### config.mk
export PLATFORM = sky130hd
export DESIGN_NAME = punit
export DESIGN_NICKNAME = d
export VERILOG_FILES = /design/src/rtl/punit.sv
export SDC_FILE = /design/constraint.sdc
export NUM_CORES = 2
export LEC_CHECK = 0
export CAP_MARGIN = 30
export CORE_UTILIZATION = 40
export DETAILED_ROUTE_END_ITERATION = 16
export GPL_ROUTABILITY_DRIVEN = 0
export GPL_TIMING_DRIVEN = 0
export PLACE_DENSITY = 0.7
export SLEW_MARGIN = 20
export SYNTH_ARGS = -nofsm -noshare
export SYNTH_HDL_FRONTEND = slang
export SYNTH_SLANG_ARGS = --single-unit
### constraint.sdc
create_clock -name clk -period 23.1 [get_ports clk]
set_input_delay 2.31 -clock clk [delete_from_list [all_inputs] [get_ports clk]]
set_output_delay 2.31 -clock clk [all_outputs]
set_load 0.02 [all_outputs]
### src/rtl/punit.sv
// punit: binary32 systolic PE, ans = c + a*W with a double-buffered stationary weight.
// Define PUNIT_RNE_EN for round-to-nearest-even; otherwise both ops truncate toward zero.
module punit (
  input  logic        clk,
  input  logic        rst,
  input  logic [31:0] a,
  input  logic [31:0] b,
  input  logic [31:0] c,
  input  logic        switch,
  output logic [31:0] ans,
  output logic [31:0] prop,
  output logic [31:0] a_prop
);
`ifdef PUNIT_RNE_EN
  localparam logic RNE = 1'b1;
`else
  localparam logic RNE = 1'b0;
`endif
  localparam logic [31:0] QNAN = 32'h7FC0_0000;

  logic [31:0] dormant_q, active_q, a_q, ans_q;
  logic [31:0] ans_d;

  function automatic logic is_nan(input logic [31:0] x);
    return (x[30:23] == 8'hFF) && (x[22:0] != 23'h0);
  endfunction

  function automatic logic is_inf(input logic [31:0] x);
    return (x[30:23] == 8'hFF) && (x[22:0] == 23'h0);
  endfunction

  // Zero exponent covers both true zero and subnormals, which are flushed.
  function automatic logic is_zero(input logic [31:0] x);
    return x[30:23] == 8'h00;
  endfunction

  function automatic logic [31:0] ovf(input logic s);
    return RNE ? {s, 8'hFF, 23'h0} : {s, 8'hFE, 23'h7FFFFF};
  endfunction

  // ext = {mantissa[22:0], guard, round, sticky}; e is the biased exponent as a signed value.
  function automatic logic [31:0] round_pack(input logic s, input logic [9:0] e,
                                             input logic [25:0] ext);
    logic [30:0] mag;
    logic        inc;
    logic [31:0] r;
    inc = RNE & ext[2] & (ext[1] | ext[0] | ext[3]);
    mag = {e[7:0], ext[25:3]} + {30'h0, inc};
    if ($signed(e) <= 0)            r = {s, 31'h0};
    else if ($signed(e) >= 255)     r = ovf(s);
    else if (mag[30:23] == 8'hFF)   r = ovf(s);
    else                            r = {s, mag};
    return r;
  endfunction

  function automatic logic [31:0] fmul(input logic [31:0] x, input logic [31:0] y);
    logic        s;
    logic [47:0] p;
    logic [9:0]  e;
    logic [31:0] r;
    s = x[31] ^ y[31];
    p = '0;
    e = '0;
    if (is_nan(x) || is_nan(y) || (is_inf(x) && is_zero(y)) || (is_inf(y) && is_zero(x)))
      r = QNAN;
    else if (is_inf(x) || is_inf(y))
      r = {s, 8'hFF, 23'h0};
    else if (is_zero(x) || is_zero(y))
      r = {s, 31'h0};
    else begin
      p = {1'b1, x[22:0]} * {1'b1, y[22:0]};
      e = {2'b0, x[30:23]} + {2'b0, y[30:23]} - 10'd127 + {9'd0, p[47]};
      if (p[47]) r = round_pack(s, e, {p[46:22], |p[21:0]});
      else       r = round_pack(s, e, {p[45:21], |p[20:0]});
    end
    return r;
  endfunction

  function automatic logic [31:0] fadd(input logic [31:0] x, input logic [31:0] y);
    logic [31:0] big, sml, r;
    logic [7:0]  d;
    logic [26:0] mb, ms;
    logic [27:0] s;
    logic [25:0] m;
    logic [9:0]  e;
    logic [4:0]  lz;
    big = x; sml = y; d = '0; mb = '0; ms = '0; s = '0; m = '0; e = '0; lz = '0;
    if (is_nan(x) || is_nan(y) || (is_inf(x) && is_inf(y) && (x[31] != y[31])))
      r = QNAN;
    else if (is_inf(x))                r = x;
    else if (is_inf(y))                r = y;
    else if (is_zero(x) && is_zero(y)) r = {x[31] & y[31], 31'h0};
    else if (is_zero(x))               r = y;
    else if (is_zero(y))               r = x;
    else begin
      if (x[30:0] < y[30:0]) begin big = y; sml = x; end
      d  = big[30:23] - sml[30:23];
      mb = {1'b1, big[22:0], 3'b0};
      ms = {1'b1, sml[22:0], 3'b0};
      // Bits shifted out of the smaller operand collapse into the sticky bit.
      if (d > 8'd26) ms = 27'd1;
      else           ms = (ms >> d) | {26'h0, |(ms & ((27'd1 << d) - 27'd1))};
      s = (big[31] ^ sml[31]) ? {1'b0, mb} - {1'b0, ms} : {1'b0, mb} + {1'b0, ms};
      if (s == 28'h0) r = 32'h0;
      else if (s[27]) begin
        m = {s[26:2], s[1] | s[0]};
        e = {2'b0, big[30:23]} + 10'd1;
        r = round_pack(big[31], e, m);
      end else begin
        for (int i = 0; i < 27; i++) if (s[i]) lz = 5'(26 - i);
        m = s[25:0] << lz;
        e = {2'b0, big[30:23]} - {5'b0, lz};
        r = round_pack(big[31], e, m);
      end
    end
    return r;
  endfunction

  assign ans_d = fadd(fmul(a, active_q), c);

  always_ff @(posedge clk or posedge rst) begin
    if (rst) begin
      dormant_q <= 32'h0;
      active_q  <= 32'h0;
      a_q       <= 32'h0;
      ans_q     <= 32'h0;
    end else begin
      dormant_q <= b;
      a_q       <= a;
      ans_q     <= ans_d;
      if (switch) active_q <= dormant_q;
    end
  end

  assign ans    = ans_q;
  assign prop   = dormant_q;
  assign a_prop = a_q;
endmodule

# Word-level counts from Yosys, hierarchy flattened
# Index checks and enable logic that the tools add are counted.
word_totals:
  register_bits: 128
  input_bits: 99
  elab_cells: 153
  output_inout_bits: 96
op_classes:
  n_shift: 3
  n_addsub: 9
  order_cmp: 8
  eq_ne: 8
  bitwise: 5
  n_mux: 81
  multipliers: 1
  n_reduce_logical: 34
op_table:
  columns: ["op", "count"]
  rows:
  - ["two-way mux 32 bit", 22]
  - ["two-way mux 31 bit", 16]
  - ["two-way mux 27 bit", 7]
  - ["two-way mux 5 bit", 35]
  - ["logical NOT 23 bit", 4]
  - ["nonzero test 23 bit", 4]
  - ["== test 8 bit, second input constant", 7]
  - ["multiplier 24 x 24 -> 48 bit", 1]
  - ["logical NOT 8 bit", 4]
  - ["less-than comparator 31 bit", 1]
  - ["adder 27 x 27 -> 28 bit", 1]
  - ["logical NOT 28 bit", 1]
  - ["two-way mux 28 bit", 1]
  - ["subtractor 27 x 27 -> 28 bit", 1]
  - ["bitwise AND 27 bit", 1]
  - ["bitwise OR 27 x 1 -> 27 bit", 1]
  - ["OR reduction 27 bit", 1]
  - ["left shift 1 x 8 -> 27 bit, first input constant", 1]
  - ["right shift 27 x 8 -> 27 bit", 1]
  - ["subtractor 27 x 1 -> 27 bit, second input constant", 1]
  - ["left shift 26 x 5 -> 26 bit", 1]
  - ["less-or-equal comparator 9 x 1 -> 1 bit, second input constant", 2]
  - ["logical AND 1 bit", 13]
  - ["adder 10 x 1 -> 10 bit", 1]
  - ["14 further kinds", 21]

# Longest topological paths before layout
logic_depth:
  ltp_word: 82
  depth_mapped: 115
  ltp_nobuf: 104

# Worst setup path before layout
# No wires, ideal clock.
synth_timing:
  kind: "input -> register"
  start: "input a[13]"
  end: "register ans_q[21], in the netlist ans[21]"
  setup_time_ns: 0.131
  path_buffers: 12
  arrival_ns: 24.938
  setup_slack_ns: -1.968
  t_required_ns: 22.969
  cell_stages: 109
  path_cell_list: "clkbuf_1 > nand2_1 > fa_1 > inv_1 > fa_1 > inv_1 > fa_1 > inv_1 > fa_1 > inv_1 > fa_1 > inv_1 > fa_1 > inv_1 > fa_1 > inv_1 > ha_1 > a21oi_1 > [... 73 more ...] > ha_1 > fa_1 > nor2b_1 > o21ai_0 > nand2b_1 > a21oi_1 > or3_1 > nand2_1 > a22oi_1 > nor3_1 > ha_1 > xnor2_1 > nor3_1 > nand2_1 > a2111oi_0 > o21ai_0 > a311oi_1 > a31oi_1"
synth_via:
  elab_chain_cells: 81
  word_cells_on_any_way: 129
  classes_between: "7 x add/sub; 1 x mul; 8 x order compare; 5 x eq/ne; 3 x shift; 81 x mux; 3 x bitwise; 21 x reduce/logical"
synth_rtl:
  columns: ["item", "line", "text"]
  rows:
  - ["start, declared", "6", "input logic [31:0] a,"]
  - ["branches (longest 9 deep; another with multiplier 24 x 24 -> 48 bit)", null, null]
  - ["two-way mux 32 bit *", "64", "if (is_nan(x) || is_nan(y) || (is_inf(x) && is_zero(y)) || (is_inf(y) && is_zero(x)))"]
  - ["branches (longest 70 deep; another with less-than comparator 31 bit)", null, null]
  - ["two-way mux 32 bit *", "88", "if (is_nan(x) || is_nan(y) || (is_inf(x) && is_inf(y) && (x[31] != y[31])))"]
  - ["named net ans_d[21]", "22", "logic [31:0] ans_d;"]
  - ["end signal, assigned", "130", "ans_q <= ans_d;"]
  - ["end, declared", "21", "logic [31:0] dormant_q, active_q, a_q, ans_q;"]
# Mark *: on every way through the listed nets, which the timed path passes. The select of a mux whose other input is x is not followed.
# A chain may end at the register's enable or synchronous reset.

# Worst setup path after layout
layout_timing:
  start: "input a[4]"
  end: "register ans_q[12], in the netlist ans[12]"
# The elaborated chain is that of the path after synthesis.

==> results.ini <==
[critical_path]
cp_common_cell = fa_1
crit_path_end = ans[12]$_DFF_PP0_
crit_type = input pin to flop
arrival_ns = 23.72
cp-start-kind = input pin
cp_top_family = compound AO/OA/AOI/OAI gates
crit_fanout = 10
ff2ff_setup_slack_ns = 0.12
critPathMaxStageDelay_ns = 0.63
critPathLaunch = a[4]
cp.required_ns = 23.40
cpMaxStageDelayCell = a211oi_1
cp.depth = 101
reg2reg_depth = 101
critPathCaptureType = flop
regToRegEndpoint = ans[12]$_DFF_PP0_
r2r_start = active_q[5]$_DFFE_PP0P_
path_buf_inv = 16

[clock_tree]
cts_max_level = 4
clk_latency_ns = 0.51
cts_made_buffers = 17
clkTransAtPathRegs_ns = 0.06
cts_tree = built
cts_buffer_depth = 2
clkSinkCount = 128
cts-root-buf = clkbuf_16

[global_routing]
grt_start_max_net_pins = 82
grt_pass1_wl_um = 204800
grt_pass1_vias = 34310
antenna_found_initial = 3
grt_overflow = 0
grtUsageTotal_pct = 30.92

[finish]
nets = 5526
layout_common_cells = inv_1, nand2_1, fa_1
final_cells = 5832
nFillCells = 7969
regArea_sq_um = 3203
fin_area_sq_um = 42910
area_growth_pct = 24.80
mostFrequentLayoutCell = inv_1
multi_input_area_sq_um = 29770
finish.utilization_pct = 50.40
drive_gt1_share_pct = 15.99

[timing]
relSlewSlack_pct = 22.28
clock.fmax_mhz = 42.70
rsz0062_at_grt = yes
worstMarginPinSlew_ns = 1.162
fin_ws_ns = -0.3217
fin_skew_ns = 0.03382
min_period_over_period_pct = 101.4
setup_viol_count_final = 15
slew_violations = 0
hold_violations = 0
fin_crit_ns = 23.42

[drt]
num_vias = 35370
wl_per_cell_um = 23.44
wl_um = 136700
route.detailed.drc = 0
dr.first_iter.drc_count = 4499
ant_nets = 0
vias_per_cell = 6.064
firstDrtPassIters = 7

[floorplan]
dieArea_sq_um = 87140
ioPinCount = 195
die_width_um = 295.2
start_util_pct = 40.39
core_area_sq_um = 85150
die_y_um = 295.2
rows = 107

[outcome]
status = finished with violations
violations = negative setup slack

[placed_design]
dp_cells = 5609
dp_hpwl_um = 106000
post_dp_cell_area_sq_um = 38040
port_buffers = 189

[synthesis]
synth_largest_area_cell = fa_1
yosys_most_used_dff = dfrtp_1
yosys_register_bits = 128
synth_edf_count = 0
synth.top_cell.area_share_pct = 28.18
async_flop_share_pct = 100.0
syn_area_sq_um = 34390
syn_area_per_cell_sq_um = 8.046
ys_warn_count = 0
yosys-top-cells-area = fa_1, ha_1, dfrtp_1, inv_1, nand2_1
synth_fp_nets = 5129
synth_cell_type_count = 108
syn_inst = 4274
seq_area_frac_synth_pct = 9.315

[min_path]
min-delay-path-class = flop to flop

[run]
cap_violations = 0

==> cell usage after synthesis (45+ instances only) <==
| library cell | number |
|---|---|
| clkbuf_1 | 187 |
| a211oi_1 | 50 |
| inv_1 | 673 |
| o21ai_0 | 174 |
| a21oi_1 | 225 |
| mux2_2 | 45 |
| mux2i_1 | 93 |
| nand3_1 | 83 |
| nor2_1 | 238 |
| nor3_1 | 76 |
| dfrtp_1 | 128 |
| fa_1 | 484 |
| ha_1 | 272 |
| xnor2_1 | 46 |
| nand2_1 | 558 |
| and2_1 | 237 |
==> cells by family (layout without fill, tap and decap cells) <==
| group | Yosys count | count (layout) | share of synthesized area, % |
|---|---|---|---|
| multiplexers | 146 | 146 | 4.596 |
| adder cells (fa/ha/maj) | 756 | 756 | 38.07 |
| other | 0 | 5 | 0 |
| XOR/XNOR | 65 | 65 | 1.656 |
| AND/OR/NAND/NOR | 1411 | 1411 | 19.73 |
| buffers and inverters | 912 | 1321 | 10.14 |
| flip-flops | 128 | 128 | 9.315 |
| AO/OA/AOI/OAI | 856 | 856 | 16.48 |
==> state kept, by name, summed over array words and instances (netlist names) <==
| register | flops |
|---|---|
| ans | 32 |
| a_prop | 32 |
| active_q | 32 |
| prop | 32 |
==> per-stage QoR <==
step / worst slack [ns] / setup TNS (ns) / hold WS (ns)
detailed placement: -6.277 / -181.04 / 0.4836
CTS: 0.0006164 / 0 / 0.4933
global placement: -6.716 / -195.67 / 0.4763
global route: -0.9376 / -20.59 / 0.5076
floorplan: 0.02413 / 0 / 0.5024
finish: -0.3217 / -2.585 / 0.4927
==> layer usage <==
layer  global-route usage [%]  share of wire (%)
met1                    39.50                 37
met2                    46.74                 43
met3                    9.465                 14
met4                    16.52                6.9
met5                        0               0.13
==> area by class of cell <==
class                           count  share of cell area (%)
Antenna cell                        5                 0.02916
Buffer                            215                   3.977
Clock buffer                       22                   1.082
Clock inverter                      9                  0.2537
Inverter                          681                   6.047
Multi-Input combinational cell   3234                   69.36
Sequential cell                   128                   7.464
Tap cell                         1144                   3.335
Timing Repair Buffer              394                   8.452
==> how the worst min path moves through the flow <==
stage	start	end	slack, ns	depth (start not counted)
floorplan	active_q[31]$_DFFE_PP0P_	active_q[31]$_DFFE_PP0P_	0.50	1
global placement	prop[0]$_DFF_PP0_	active_q[0]$_DFFE_PP0P_	0.48	2
detailed placement	prop[0]$_DFF_PP0_	active_q[0]$_DFFE_PP0P_	0.48	2
CTS	prop[22]$_DFF_PP0_	active_q[22]$_DFFE_PP0P_	0.49	2
global route	prop[0]$_DFF_PP0_	active_q[0]$_DFFE_PP0P_	0.51	2
finish	prop[0]$_DFF_PP0_	active_q[0]$_DFFE_PP0P_	0.49	2
==> what timing repair did <==
item                       4_1_cts  5_1_grt
pin swaps                      102      165
buffers inserted               105       92
setup endpoints to repair       32       31
gates cloned                     1        1
gates resized for setup        504      284
hold buffers                     0        0
hold endpoints to repair         0        0
==> tightest hold or removal path: cells and delay by family (launching register included) <==
family,cells,cell delay [ns]
and+or+nand+nor,1,0.05
AOI/OAI and AO/OA,1,0.06
DFF,1,0.35
Power is left out: the tool's default activity adds up to more than one toggle a clock period on the data nets, which glitch-free logic cannot reach.
